**src/rtl/pingpong_pkg.sv**
```systemverilog
// Shared types and defaults for the ping-pong buffer scheduler.
package pingpong_pkg;

  localparam int unsigned DATA_W_DEF = 8;
  localparam int unsigned ADDR_W_DEF = 8;

  // Reader FSM: wait for a full bank, then stream it out.
  typedef enum logic {
    R_IDLE  = 1'b0,
    R_DRAIN = 1'b1
  } rd_state_t;

  // Index of one of the two RAM banks.
  typedef logic bank_t;

endpackage

```
**src/rtl/pp_skid_buf.sv**
```systemverilog
// Two-entry FIFO holding RAM read data plus its last-word tag.
// The head register drives the output port directly.
module pp_skid_buf #(
  parameter int unsigned W = 9
) (
  input  logic         clk,
  input  logic         rst_n,
  input  logic         push,
  input  logic [W-1:0] push_data,
  input  logic         pop,
  output logic         head_valid,
  output logic [W-1:0] head_data,
  output logic [1:0]   occ
);

  logic [W-1:0] ent0;
  logic [W-1:0] ent1;
  logic [1:0]   cnt;
  logic         do_pop;

  assign do_pop     = pop && (cnt != 2'd0);
  assign head_valid = (cnt != 2'd0);
  assign head_data  = ent0;
  assign occ        = cnt;

  // Entry 0 is always the head; entry 1 only holds the second word.
  always_ff @(posedge clk or negedge rst_n) begin
    if (!rst_n) begin
      ent0 <= '0;
      ent1 <= '0;
      cnt  <= '0;
    end else begin
      case (cnt)
        2'd0: begin
          if (push) begin
            ent0 <= push_data;
            cnt  <= 2'd1;
          end
        end
        2'd1: begin
          case ({push, do_pop})
            2'b11: ent0 <= push_data;
            2'b10: begin
              ent1 <= push_data;
              cnt  <= 2'd2;
            end
            2'b01: cnt <= 2'd0;
            default: ;
          endcase
        end
        default: begin
          if (do_pop) begin
            ent0 <= ent1;
            if (push) ent1 <= push_data;
            else      cnt  <= 2'd1;
          end
        end
      endcase
    end
  end

endmodule

```
**src/rtl/pingpong_sched.sv**
```systemverilog
// Ping-pong buffer controller: fills two RAM banks alternately from an
// input stream and streams each completed bank out through a skid FIFO.
module pingpong_sched
  import pingpong_pkg::*;
#(
  parameter int unsigned DATA_W = DATA_W_DEF,
  parameter int unsigned ADDR_W = ADDR_W_DEF
) (
  input  logic              sys_clk,
  input  logic              sys_rst_n,
  input  logic              in_valid,
  input  logic [DATA_W-1:0] in_data,
  output logic              in_ready,
  output logic              out_valid,
  output logic [DATA_W-1:0] out_data,
  output logic              out_last,
  input  logic              out_ready,
  output logic              ram0_wr_en,
  output logic              ram1_wr_en,
  output logic [ADDR_W-1:0] ram0_wr_addr,
  output logic [ADDR_W-1:0] ram1_wr_addr,
  output logic [DATA_W-1:0] ram0_wr_data,
  output logic [DATA_W-1:0] ram1_wr_data,
  output logic              ram0_rd_en,
  output logic              ram1_rd_en,
  output logic [ADDR_W-1:0] ram0_rd_addr,
  output logic [ADDR_W-1:0] ram1_rd_addr,
  input  logic [DATA_W-1:0] ram0_rd_data,
  input  logic [DATA_W-1:0] ram1_rd_data,
  output logic              wr_bank,
  output logic              rd_bank,
  output logic [15:0]       swap_cnt
);

  localparam logic [ADDR_W-1:0] LAST_ADDR = '1;

  logic [1:0]        full;
  logic [1:0]        full_nxt;
  logic [ADDR_W-1:0] wr_ptr;
  logic [ADDR_W-1:0] rd_ptr;
  rd_state_t         rd_state;

  logic              wr_fire;
  logic              wr_last;
  logic              rd_issue;
  logic              rd_last;

  logic              q_vld;
  bank_t             q_bank;
  logic              q_last;
  logic [DATA_W:0]   q_word;
  logic [DATA_W:0]   head_word;
  logic [1:0]        fifo_occ;
  logic              fifo_pop;
  logic [2:0]        credit_use;

  assign in_ready = !full[wr_bank];
  assign wr_fire  = in_valid && in_ready;
  assign wr_last  = wr_fire && (wr_ptr == LAST_ADDR);

  // Writer: registered RAM write port, address counter, bank toggle.
  always_ff @(posedge sys_clk or negedge sys_rst_n) begin
    if (!sys_rst_n) begin
      ram0_wr_en   <= 1'b0;
      ram1_wr_en   <= 1'b0;
      ram0_wr_addr <= '0;
      ram1_wr_addr <= '0;
      ram0_wr_data <= '0;
      ram1_wr_data <= '0;
      wr_ptr       <= '0;
      wr_bank      <= 1'b0;
      swap_cnt     <= '0;
    end else begin
      ram0_wr_en <= 1'b0;
      ram1_wr_en <= 1'b0;
      if (wr_fire) begin
        if (wr_bank) begin
          ram1_wr_en   <= 1'b1;
          ram1_wr_addr <= wr_ptr;
          ram1_wr_data <= in_data;
        end else begin
          ram0_wr_en   <= 1'b1;
          ram0_wr_addr <= wr_ptr;
          ram0_wr_data <= in_data;
        end
        wr_ptr <= wr_ptr + ADDR_W'(1);
        if (wr_ptr == LAST_ADDR) begin
          wr_bank  <= ~wr_bank;
          swap_cnt <= swap_cnt + 16'd1;
        end
      end
    end
  end

  // Bank full flags: writer sets its bank, reader clears its bank.
  // The two always refer to different banks when they coincide.
  always_comb begin
    full_nxt = full;
    if (wr_last) full_nxt[wr_bank] = 1'b1;
    if (rd_last) full_nxt[rd_bank] = 1'b0;
  end

  // Full flag storage.
  always_ff @(posedge sys_clk or negedge sys_rst_n) begin
    if (!sys_rst_n) full <= '0;
    else            full <= full_nxt;
  end

  // Credit counts the word leaving the FIFO this cycle, so the read
  // pipeline sustains one word per cycle with only two entries.
  assign fifo_pop   = out_valid && out_ready;
  assign credit_use = 3'(fifo_occ) + 3'(q_vld) - 3'(fifo_pop);

  // Read enables are combinational so a credit freed this cycle is
  // used this cycle; the address is the registered read pointer.
  assign rd_issue     = (rd_state == R_DRAIN) && (credit_use < 3'd2);
  assign rd_last      = rd_issue && (rd_ptr == LAST_ADDR);
  assign ram0_rd_en   = rd_issue && !rd_bank;
  assign ram1_rd_en   = rd_issue && rd_bank;
  assign ram0_rd_addr = rd_ptr;
  assign ram1_rd_addr = rd_ptr;

  // Reader FSM plus tracking of the read whose data appears on q.
  // IDLE also looks at the bank being completed this edge so the first
  // read issues the cycle after the final write handshake.
  always_ff @(posedge sys_clk or negedge sys_rst_n) begin
    if (!sys_rst_n) begin
      rd_state <= R_IDLE;
      rd_ptr   <= '0;
      rd_bank  <= 1'b0;
      q_vld    <= 1'b0;
      q_bank   <= 1'b0;
      q_last   <= 1'b0;
    end else begin
      q_vld <= rd_issue;
      if (rd_issue) begin
        q_bank <= rd_bank;
        q_last <= (rd_ptr == LAST_ADDR);
      end
      case (rd_state)
        R_IDLE: begin
          if (full[rd_bank] || (wr_last && (wr_bank == rd_bank)))
            rd_state <= R_DRAIN;
        end
        R_DRAIN: begin
          if (rd_issue) begin
            rd_ptr <= rd_ptr + ADDR_W'(1);
            if (rd_ptr == LAST_ADDR) begin
              rd_bank  <= ~rd_bank;
              rd_state <= R_IDLE;
            end
          end
        end
        default: rd_state <= R_IDLE;
      endcase
    end
  end

  assign q_word = {q_last, (q_bank ? ram1_rd_data : ram0_rd_data)};

  pp_skid_buf #(
    .W (DATA_W + 1)
  ) u_skid (
    .clk        (sys_clk),
    .rst_n      (sys_rst_n),
    .push       (q_vld),
    .push_data  (q_word),
    .pop        (out_ready),
    .head_valid (out_valid),
    .head_data  (head_word),
    .occ        (fifo_occ)
  );

  assign out_last = head_word[DATA_W];
  assign out_data = head_word[DATA_W-1:0];

endmodule
```
**config.mk**
```make
export PLATFORM = sky130hd
export DESIGN_NAME = pingpong_sched
export DESIGN_NICKNAME = d
export VERILOG_FILES = /design/src/rtl/pingpong_pkg.sv /design/src/rtl/pp_skid_buf.sv /design/src/rtl/pingpong_sched.sv
export SDC_FILE = /design/constraint.sdc
export NUM_CORES = 1
export LEC_CHECK = 0
export CORE_MARGIN = 8
export CORE_UTILIZATION = 48
export DETAILED_ROUTE_END_ITERATION = 10
export PLACE_DENSITY = 0.9
export SLEW_MARGIN = 40
export SYNTH_ARGS = -nofsm -noshare
export SYNTH_HDL_FRONTEND = slang
export SYNTH_SLANG_ARGS = --single-unit
```
**constraint.sdc**
```tcl
create_clock -name sys_clk -period 3.5 [get_ports sys_clk]
set_input_delay 0.7 -clock sys_clk [delete_from_list [all_inputs] [get_ports sys_clk]]
set_output_delay 0.7 -clock sys_clk [all_outputs]
set_load 0.02 [all_outputs]
```
* After elaboration in Yosys (flattened, before gate mapping) *
Index checks and enable logic that the tools add are counted.

word-level totals
  output and inout port bits = 81
  register bits = 94
  input bits = 28

operators by class
  $add $sub $neg = 5
  order comparisons = 5
  bitwise gates (word level) = 7
  multiplexer cells = 31
  reduce and logical (&&, ||, !) cells = 26
  equal/unequal tests = 12

operators with widths
  kind                   number
  $mux 9                 5
  $pmux 9 s2             2
  $add 16x1->16 const B  1
  $add 8x1->8 const B    2
  $eq 8x8->1 const B     2
  $mux 1                 13
  $logic_and 1x1->1      10
  $mux 2                 5
  $mux 8                 1
  $pmux 2 s2             2
  $reduce_and 2->1       4
  $reduce_and 4->1       2
  $ne 2x2->1 const B     3
  $reduce_and 3->1       2
  $reduce_bool 2->1      3
  $eq 2x1->1 const B     2
  $eq 2x2->1 const B     2
  $lt 1x2->1 const B     2
  $not 1->1              4
  $add 2x1->3            1
  $lt 3x2->1 const B     1
  $ne 3x1->1 const B     1
  $ne 3x3->1 const B     1
  $reduce_bool 3->1      1
  11 further kinds       14

* Logic depth before layout (Yosys ltp) *
Gate-level depths: netlist of the first run.

  word-level depth = 9
  mapped depth = 11
  gate-level depth less buffers = 9

* Hierarchy *
From an unflattened synthesis of the first run, not the netlist that was laid out.

second synthesis, totals
  cells, all modules = 381
  area, all modules = 4434.3 µm²

modules (own cells, without submodules)
  module          area an instance (µm²)  seq. area each (µm²)  instances  cells an instance
  pingpong_sched  3295.7                  1851.8                1          275
  pp_skid_buf     1138.6                  500.5                 1          106

* Worst setup path after synthesis of the first run *
No wires, ideal clock.

  kind = input to output
  start = in out_ready
  end = out ram1_rd_en
  data required time = 2.800 ns
  stages = 8
  arrival time = 2.458 ns
  setup slack = 0.342 ns
  buffers on the path = 1
  path through = and2_1 -> nor2b_1 -> o21ai_0 -> fa_1 -> nand2_1 -> or2_2 -> clkbuf_1 -> nor2_1

between the ends
  word-level cells in the longest chain between the ends = 5

ends and longest elaborated chain
  what               line                   text
  start, declared    pingpong_sched.sv:17   input logic out_ready,
  $logic_and 1x1->1  pingpong_sched.sv:111  assign fifo_pop = out_valid && out_ready;
  $sub 3x1->3        pingpong_sched.sv:112  assign credit_use = 3'(fifo_occ) + 3'(q_vld) - 3'(fifo_pop);
  $lt 3x2->1         pingpong_sched.sv:116  assign rd_issue = (rd_state == R_DRAIN) && (credit_use < 3'd2);
  $logic_and 1x1->1  pingpong_sched.sv:116
  $logic_and 1x1->1  pingpong_sched.sv:119  assign ram1_rd_en = rd_issue && rd_bank;
  end, declared      pingpong_sched.sv:25   output logic ram1_rd_en,

No other way between the ends.

* Worst setup path after layout of the first run *
Same ends and word-level chain as after synthesis.

==> results of run 1 <==
## logic make-up after synthesis
kind of cell               count (synthesis)  share of synthesized area
adders and majority gates                  4                     0.0142
AOI/OAI and AO/OA                         38                     0.0526
buffers and inverters                     27                     0.0365
muxes                                     38                      0.105
xor gates and xnor gates                  32                     0.0693
DFF                                       94                      0.581
and+or+nand+nor                          121                      0.141
## area by class of cell
class	count	area [um2]	share of cell area
Multi-Input combinational cell	233	1550	0.285
Timing Repair Buffer	123	1190	0.219
Inverter	6	22.5	0.00414
Clock inverter	5	58.8	0.0108
Tap cell	105	131	0.0242
Sequential cell	94	2350	0.433
Clock buffer	11	131	0.0242
## per-stage QoR
stage | util | area, um2 | hold WS (ps) | cells | power (mW)
floorplan | - | 4050 | 404 | 354 | 2.36
global placement | 0.641 | 5240 | 461 | 561 | 2.92
detailed placement | 0.641 | 5240 | 464 | 561 | 3.00
CTS | 0.664 | 5430 | 377 | 577 | 3.70
global route | 0.665 | 5440 | 411 | 577 | 3.90
finish | 0.665 | 5440 | 364 | 577 | 3.67
## power breakdown
group          switching (mW)  leakage (nW)  internal [mW]  total [mW]
combinational           0.694          1.16          0.711        1.40
clock                   0.363        0.0899          0.333       0.696
sequential              0.239          1.21           1.33        1.57
## repair_timing
action | CTS | global route
pin swaps | 0 | 0
setup buffers | 0 | 0
hold buffers | 0 | 0
resized for setup | 10 | 4
endpoints found under the setup margin | 2 | 2
## per-layer routing
metal / up-vias / track usage
met5: - / 0
met2: 82 / 0.286
met3: 16 / 0.0437
met1: 1454 / 0.190
met4: 0 / 0.0614
li1: 1424 / -
## flip-flops by register name (all words and copies together) (netlist names)
| signal | cells |
|---|---|
| u_skid.head_data | 9 |
| ram1_wr_data | 8 |
| ram0_wr_addr | 8 |
| u_skid.occ | 2 |
| rd_state | 1 |
| ram0_wr_data | 8 |
| rd_bank | 1 |
| u_skid.ent1 | 9 |
| q_last | 1 |
| wr_ptr | 8 |
| ram1_wr_addr | 8 |
| wr_bank | 1 |
| ram0_rd_addr | 8 |
| full | 2 |
| ram1_wr_en | 1 |
| q_bank | 1 |
| swap_cnt | 16 |
| ram0_wr_en | 1 |
| q_vld | 1 |
## final timing paths
| path | to | slack [ps] | cells after the start |
|---|---|---|---|
| worst max-delay path | ram1_rd_en | 70 | 9 |
| worst min-delay path | ram1_wr_addr[5] | 360 | 1 |
| worst max register to register | ram0_rd_addr[1] | 1050 | 9 |
| worst min register to register | swap_cnt[15] | 480 | 1 |
| max in group asynchronous | u_skid.head_data[4] | 2330 | 2 |
| min in group sys_clk | swap_cnt[15] | 480 | 1 |
## layout by cell type, fill, tap and decap left out, drive strengths merged, types with 2 or more instances in the layout
cell             n
nand3           13
a22o             2
a21o             2
xnor2           25
ha               3
mux2            29
dfrtp           94
and4             2
buf             18
nand2b           3
clkinvlp         2
nor3             3
nor2            19
mux2i            9
clkdlybuf4s50  105
nand3b           2
o21ai           19
clkbuf          11
xor2             7
a21oi           11
nor2b            4
nand4            9
clkinv           2
inv              6
nand2           53
and3             8
## critical path, stage by stage
cell and delay [ps]:
sky130_fd_sc_hd__clkdlybuf4s50_1 410, sky130_fd_sc_hd__and2_1 170, sky130_fd_sc_hd__nor2b_2 160, sky130_fd_sc_hd__buf_4 130, sky130_fd_sc_hd__fa_1 510, sky130_fd_sc_hd__nand2_1 60, sky130_fd_sc_hd__or2_2 330, sky130_fd_sc_hd__nor2_2 120
sky130_fd_sc_hd__buf_6 130
==> summary by stage, run 1 <==
Detailed routing
The per-cell routed wire length is 16.0 um. Signal routing reaches up to met4. The length of routed met3 wiring is 638 um. After detailed routing, the number of vias per cell comes to 5.16. The count of nets left with antenna violations once routing finished came out at 0. The violation count after the first detailed-route iteration is 44. Across all layers, the routed design uses 2976 vias. The first detailed-routing pass ran for 4 iterations. The number of remaining DRC errors is 0. The final layout contains routed wiring with a total length of 9.24 mm.

The met1 routed wirelength after detailed routing is 3.76 mm. The detailed route wirelength on metal2 is 4.71 mm.

Setup path
The startpoint identified for the worst register-to-register timing path is u_skid.occ[1]. The critical-path maximum fanout is 3. For the worst setup path, the data required time is 2800 ps.

STA puts the critical path data arrival time at 2730 ps. The kind of end point of the critical path is a primary output. The worst setup path category is in2out.

The startpoint of the most critical setup path is out_ready. STA classifies the critical path startpoint as a primary input.

Logic synthesis
Each instance of the synthesized netlist takes up on average 11.4 um2. sky130_fd_sc_hd__dfrtp_1 takes more of the synthesized area than any other cell. For this run, the leading register cell type out of synthesis is sky130_fd_sc_hd__dfrtp_1. Yosys printed 0 warnings.

The share of flip-flops with an asynchronous set or reset after synthesis is 1.00. By instance count, the leading cell after synthesis is sky130_fd_sc_hd__dfrtp_1. The share of the Yosys chip area taken by registers is 0.581.

The count of cell types in the netlist is 39. The synthesized netlist occupies a cell area of 0.00405 mm2. The cell count after synthesis is 354. The net count after synthesis is 386.

The number of synthesized register bits is 94. The synthesized design contains 0 enable-type register cells. In the synthesized netlist, the cells that appear most often are sky130_fd_sc_hd__dfrtp_1, sky130_fd_sc_hd__nand2_1, sky130_fd_sc_hd__mux2_2.

In the post-synthesis netlist, the biggest area contributors are sky130_fd_sc_hd__dfrtp_1, sky130_fd_sc_hd__mux2_2, sky130_fd_sc_hd__xnor2_1, sky130_fd_sc_hd__nand2_1, sky130_fd_sc_hd__mux2i_1. The area share of the largest cell type after synthesis is 0.581.

Power
The leakage power of the design is 2.46 nW. The largest vdd supply drop is 337 uV. The power density of the placed cells is 674 mW/mm2.

Timing
The worst slew margin relative to its limit is 0.591. The clock arrives with 8.41 ps of skew. In the finished design, the share of the clock period the worst path needs comes to 0.980. The worst setup slack after layout is 70.6 ps. The final number of max-transition violations is 0.

The total of endpoints with negative setup slack in the final report is 0. The total negative slack is 0 ps. Setup repair after global routing could not meet its margin everywhere. For this run, the top clock speed supported by timing is 0.292 GHz. The number of endpoints with negative hold slack in the final report is 0. The final critical path time including I/O delays and setup is 3430 ps.

For the pin with the worst max-slew slack, the measured transition is 614 ps.

Clock network
The clock reaches the later pin of the worst-skew pair after 340 ps. The clock transition at the registers of the reported paths is 90 ps. The clock tree from TritonCTS is yes. The number of clock buffers inserted by TritonCTS is 9. In this run the clock root is driven by a sky130_fd_sc_hd__clkbuf_8. The H-tree depth is 3. The worst-case clock buffer depth is 2. The CTS sink count is 94.

Floorplanning
The floorplan step defined a die boundary enclosing 0.0116 mm2. The number of placed I/O pins is 109. The core area is 0.00818 mm2. The die is 108 um tall.

The number of rows in the core area is 33. The starting density of the core is 0.495. The width of the die is 108 um.

Final layout
At the end of the flow, the number of nets in the layout was 499. Fill cells in the final layout number 623. The share of layout cells above drive strength 1 is 0.138. The synthesis-to-finish area growth is 34.4%. The count of inserted antenna diode cells is 0.

Placed design
Prior to clock tree synthesis, the placed netlist has a worst setup slack of -471 ps. The detailed-placement wirelength estimate is 7.04 mm. Routability-driven placement finished with a final weighted congestion of 0.780. The count of input and output buffers is 108.

Global routing
The first global-routing pass estimated 15.5 mm of wire. Entering global routing, the biggest net connects 51 pins. The number of global-route vias before repair came to 3257. Summed over all layers, the global routing overflow is 0. The number of antenna violations at the first check in global routing is 0.

The global-route total usage across every layer is 0.165.

Min path
The class of the most critical hold timing path is in2async.

Job
The tool flagged a number of max-cap violations equal to 0.

Status
The flow ran to the end, and the final reports show no timing, DRC or antenna violations.
Power figures use the tool's default switching activity.
==> run 2, diff against run 1 <==
--- a/config.mk
+++ b/config.mk
@@ -5,8 +5,10 @@
 export SDC_FILE = /design/constraint.sdc
 export NUM_CORES = 1
 export LEC_CHECK = 0
+export CAP_MARGIN = 20
 export CORE_MARGIN = 8
 export CORE_UTILIZATION = 48
+export CTS_CLUSTER_SIZE = 40
 export DETAILED_ROUTE_END_ITERATION = 10
 export PLACE_DENSITY = 0.9
 export SLEW_MARGIN = 40
==> results of run 2 <==
No change in the layout: final DEF, timing and power equal those of run 1.
==> run 3, diff against run 2 <==
--- a/config.mk
+++ b/config.mk
@@ -5,12 +5,12 @@
 export SDC_FILE = /design/constraint.sdc
 export NUM_CORES = 1
 export LEC_CHECK = 0
+export ABC_CLOCK_PERIOD_IN_PS = 2820
 export CAP_MARGIN = 20
 export CORE_MARGIN = 8
-export CORE_UTILIZATION = 48
-export CTS_CLUSTER_SIZE = 40
+export CORE_UTILIZATION = 44
 export DETAILED_ROUTE_END_ITERATION = 10
-export PLACE_DENSITY = 0.9
+export PLACE_DENSITY = 0.88
 export SLEW_MARGIN = 40
 export SYNTH_ARGS = -nofsm -noshare
 export SYNTH_HDL_FRONTEND = slang
==> constraint.sdc (replaced) <==
create_clock -name sys_clk -period 2.82 [get_ports sys_clk]
set_input_delay 0.564 -clock sys_clk [delete_from_list [all_inputs] [get_ports sys_clk]]
set_output_delay 0.564 -clock sys_clk [all_outputs]
set_load 0.02 [all_outputs]
==> summary by stage, run 3 (same netlist as run 1, synthesis figures left out) <==
Setup path
The startpoint identified for the worst register-to-register timing path is u_skid.occ[1]. The worst setup path category is in2out. The required time of the critical path is 2260 ps (-540 ps). The maximum cell stage delay along the critical path was 540 ps (+30 ps). The worst setup path is captured at a primary output. The worst reg-to-reg setup slack was 110 ps (-940 ps). The logic depth of the worst register-to-register path came to 14 (+5). The startpoint type of the worst setup path is a primary input. The critical path goes through clkdlybuf4s15_2 -> and2_4 -> nor2b_4 -> o21ai_2 -> fa_2 -> nand2_2 -> or2_4 -> nor2_4 -> buf_6. The worst-path cell with the longest stage delay is sky130_fd_sc_hd__fa_2. The critical-path maximum fanout was 3 (unchanged).

The signal arrival time at the worst endpoint is 2230 ps (-500 ps). The destination of the worst register-to-register timing path is ram0_rd_addr[6].

Final layout
The share of layout cells above drive strength 1 was 0.177 (+0.0397). The count of nets after finishing is 506 (+1.4%). The top cell types in the final layout, fill and taps aside, are sky130_fd_sc_hd__clkdlybuf4s50_1, sky130_fd_sc_hd__dfrtp_1, sky130_fd_sc_hd__nand2_1, sky130_fd_sc_hd__mux2_2, sky130_fd_sc_hd__xnor2_1.

The count of inserted antenna diode cells is 0 (unchanged). The post-route cell area came to 0.00556 mm2 (+2.2%). The flip-flop count of the largest register, all copies and words added is 16 (unchanged). The synthesis-to-finish area growth is 37.3%. The filler-free cell count of the finished design is 590 (+2.3%).

More flip-flops sit in one register than any other, and that register is swap_cnt. The number of fill cells in the layout was 731 (+17%). The most frequent standard cell in the layout excluding fill and tap cells is sky130_fd_sc_hd__clkdlybuf4s50_1.

Placed design
The number of cells after detailed placement was 569 (+1.4%). The count of input and output buffers is 108 (unchanged). The standard cell area after detailed placement is 0.00528 mm2 (+0.76%).

The detailed-placement wirelength estimate is 7.01 mm (-0.50%). The final weighted congestion in routability-driven placement was 0.789 (+1.1%).

Timing
The worst hold-check slack came to 150 ps (-214 ps). The total of endpoints with negative setup slack in the final report is 0 (unchanged). The final clock period utilization by the worst path is 0.992. The highest clock frequency the design can meet is 0.357 GHz.

The actual transition at the worst max-transition pin was 515 ps (-99.3 ps). The number of endpoints with negative hold slack in the final report came to 0 (unchanged). The worst slew margin relative to its limit is 0.656 (+0.0652). The worst clock skew is 14.9 ps (+6.54 ps).

The final critical path time including I/O delays and setup is 2800 ps. The final number of max-transition violations is 0 (unchanged). Setup repair after global routing could not meet its margin everywhere.

Floorplanning
The number of placed I/O pins is 109 (unchanged). The starting density of the core is 0.446 (-0.0486). The die height is 112 um (+3.8%).

The core area is 0.00906 mm2 (+11%). The width of the die is 112 um (+3.8%). The die outline area is 0.0125 mm2 (+7.7%). The number of rows in the core area is 35 (+6.1%).

Global routing
The first-pass GRT wire length came to 15.9 mm (+2.1%). The global-route total usage across every layer was 0.155 (-0.0101). The number of antenna violations at the first check in global routing is 0 (unchanged). The number of global-route vias before repair came to 3286 (+0.89%). The maximum number of pins on one net before global-route repair is 61 (+20%). The total grt overflow is 0 (unchanged).

Detailed routing
The number of remaining DRC errors was 0 (unchanged). The average vias per placed instance was 5.08 (-1.5%). The post-detailed-routing wire length was 9.36 mm (+1.2%). The violation count after the first detailed-route iteration is 112 (+150%). The per-cell routed wire length is 15.9 um (-1.0%). The first-pass detailed-route iteration total is 4 (unchanged). The final antenna-violating net count was 0 (unchanged).

The via total after detailed routing is 2996 (+0.67%).

Min path
The class of the most critical hold timing path is in2async.

Clock network
The H-tree depth is 3 (unchanged). The clock transition at the registers of the reported paths is 100 ps (about the same). The worst-case clock buffer depth is 2 (unchanged).

The number of clock buffers inserted by TritonCTS is 9 (unchanged). The CTS sink count is 94 (unchanged). The root cell of the clock tree is sky130_fd_sc_hd__clkbuf_8. The insertion delay of the later-clocked pin in the worst-skew pair is 350 ps (about the same). TritonCTS built the clock tree.

Power
The internal power is 3.01 mW (+27%). The total power is 4.70 mW (+28%). The power spent charging and discharging nets is 1.69 mW (+31%).

The leakage power of the design was 2.51 nW (+2.3%). The switching power share of the total is 0.360 (+0.00662). The share of power burned in registers is 0.411 (-0.016). The combinational fraction of design power is 0.414 (+0.031). The part of the total power dissipated in the clock network is 0.175 (-0.015). The largest vdd supply drop was 428 uV (+27%). The power density of the placed cells is 847 mW/mm2 (+26%).

Status
The run finished with clean final reports.

Job
The number of maximum-capacitance violations is 0 (unchanged).
==> run 3: worst max path at each step <==
stage | slack (ps) | startpoint | to | cells after the start
floorplan | 10 | out_ready | ram1_rd_en | 8
global placement | -810 | out_ready | ram1_rd_en | 9
detailed placement | -900 | out_ready | ram1_rd_en | 9
CTS | 5 | u_skid.occ[1] | ram1_rd_en | 8
global route | -60 | u_skid.occ[1] | ram0_rd_en | 8
finish | 20 | out_ready | ram1_rd_en | 9
==> run 3: cell type report <==
type | instances | area [um2] | share of cell area
repair buffers | 130 | 1260 | 0.227
flip-flops and latches | 94 | 2350 | 0.424
multi-input cells | 233 | 1600 | 0.287
inverters | 6 | 22.5 | 0.00405
clock buffers | 10 | 138 | 0.0248
well taps | 111 | 139 | 0.0250
clock inverters | 6 | 43.8 | 0.00788
==> run 3: timing repair <==
| item | 4_1_cts | 5_1_grt |
|---|---|---|
| pin swaps | 5 | 1 |
| hold buffers | 0 | 0 |
| endpoints found under the setup margin | 2 | 12 |
| resized for setup | 24 | 7 |
| setup buffers | 6 | 0 |
==> run 3: power groups by stage <==
stage               registers, mW  logic (mW)  clock network, mW
floorplan                    2.08       0.861                  0
global placement             1.93        1.73                  0
detailed placement           1.95        1.79                  0
CTS                          1.93        1.93              0.856
global route                 1.98        2.11              0.902
finish                       1.93        1.95              0.823
==> run 3: per-layer routing <==
layer / vias up / part of all wire / track usage
li1: 1433 / - / -
met1: 1465 / 0.41 / 0.173
met2: 79 / 0.49 / 0.255
met3: 19 / 0.080 / 0.0617
met4: 0 / 0.023 / 0.0684
met5: - / 0 / 0
==> run 3: through the flow <==
stage	utilization	worst slack, ps	TNS (ps)
3_3_place_gp	0.583	-807	-2610
3_5_place_dp	0.583	-904	-3590
5_1_grt	0.613	-61.5	-116
6_report	0.613	21.3	0
2_1_floorplan	-	14.9	0
4_1_cts	0.610	5.15	0
==> run 3: worst max-delay path, delay by kind of cell <==
kind | cells | cell delay [ps]
AO/OA/AOI/OAI | 1 | 90
adder cells (fa/ha/maj) | 1 | 540
buffers and inverters | 2 | 320
AND/OR/NAND/NOR | 5 | 730
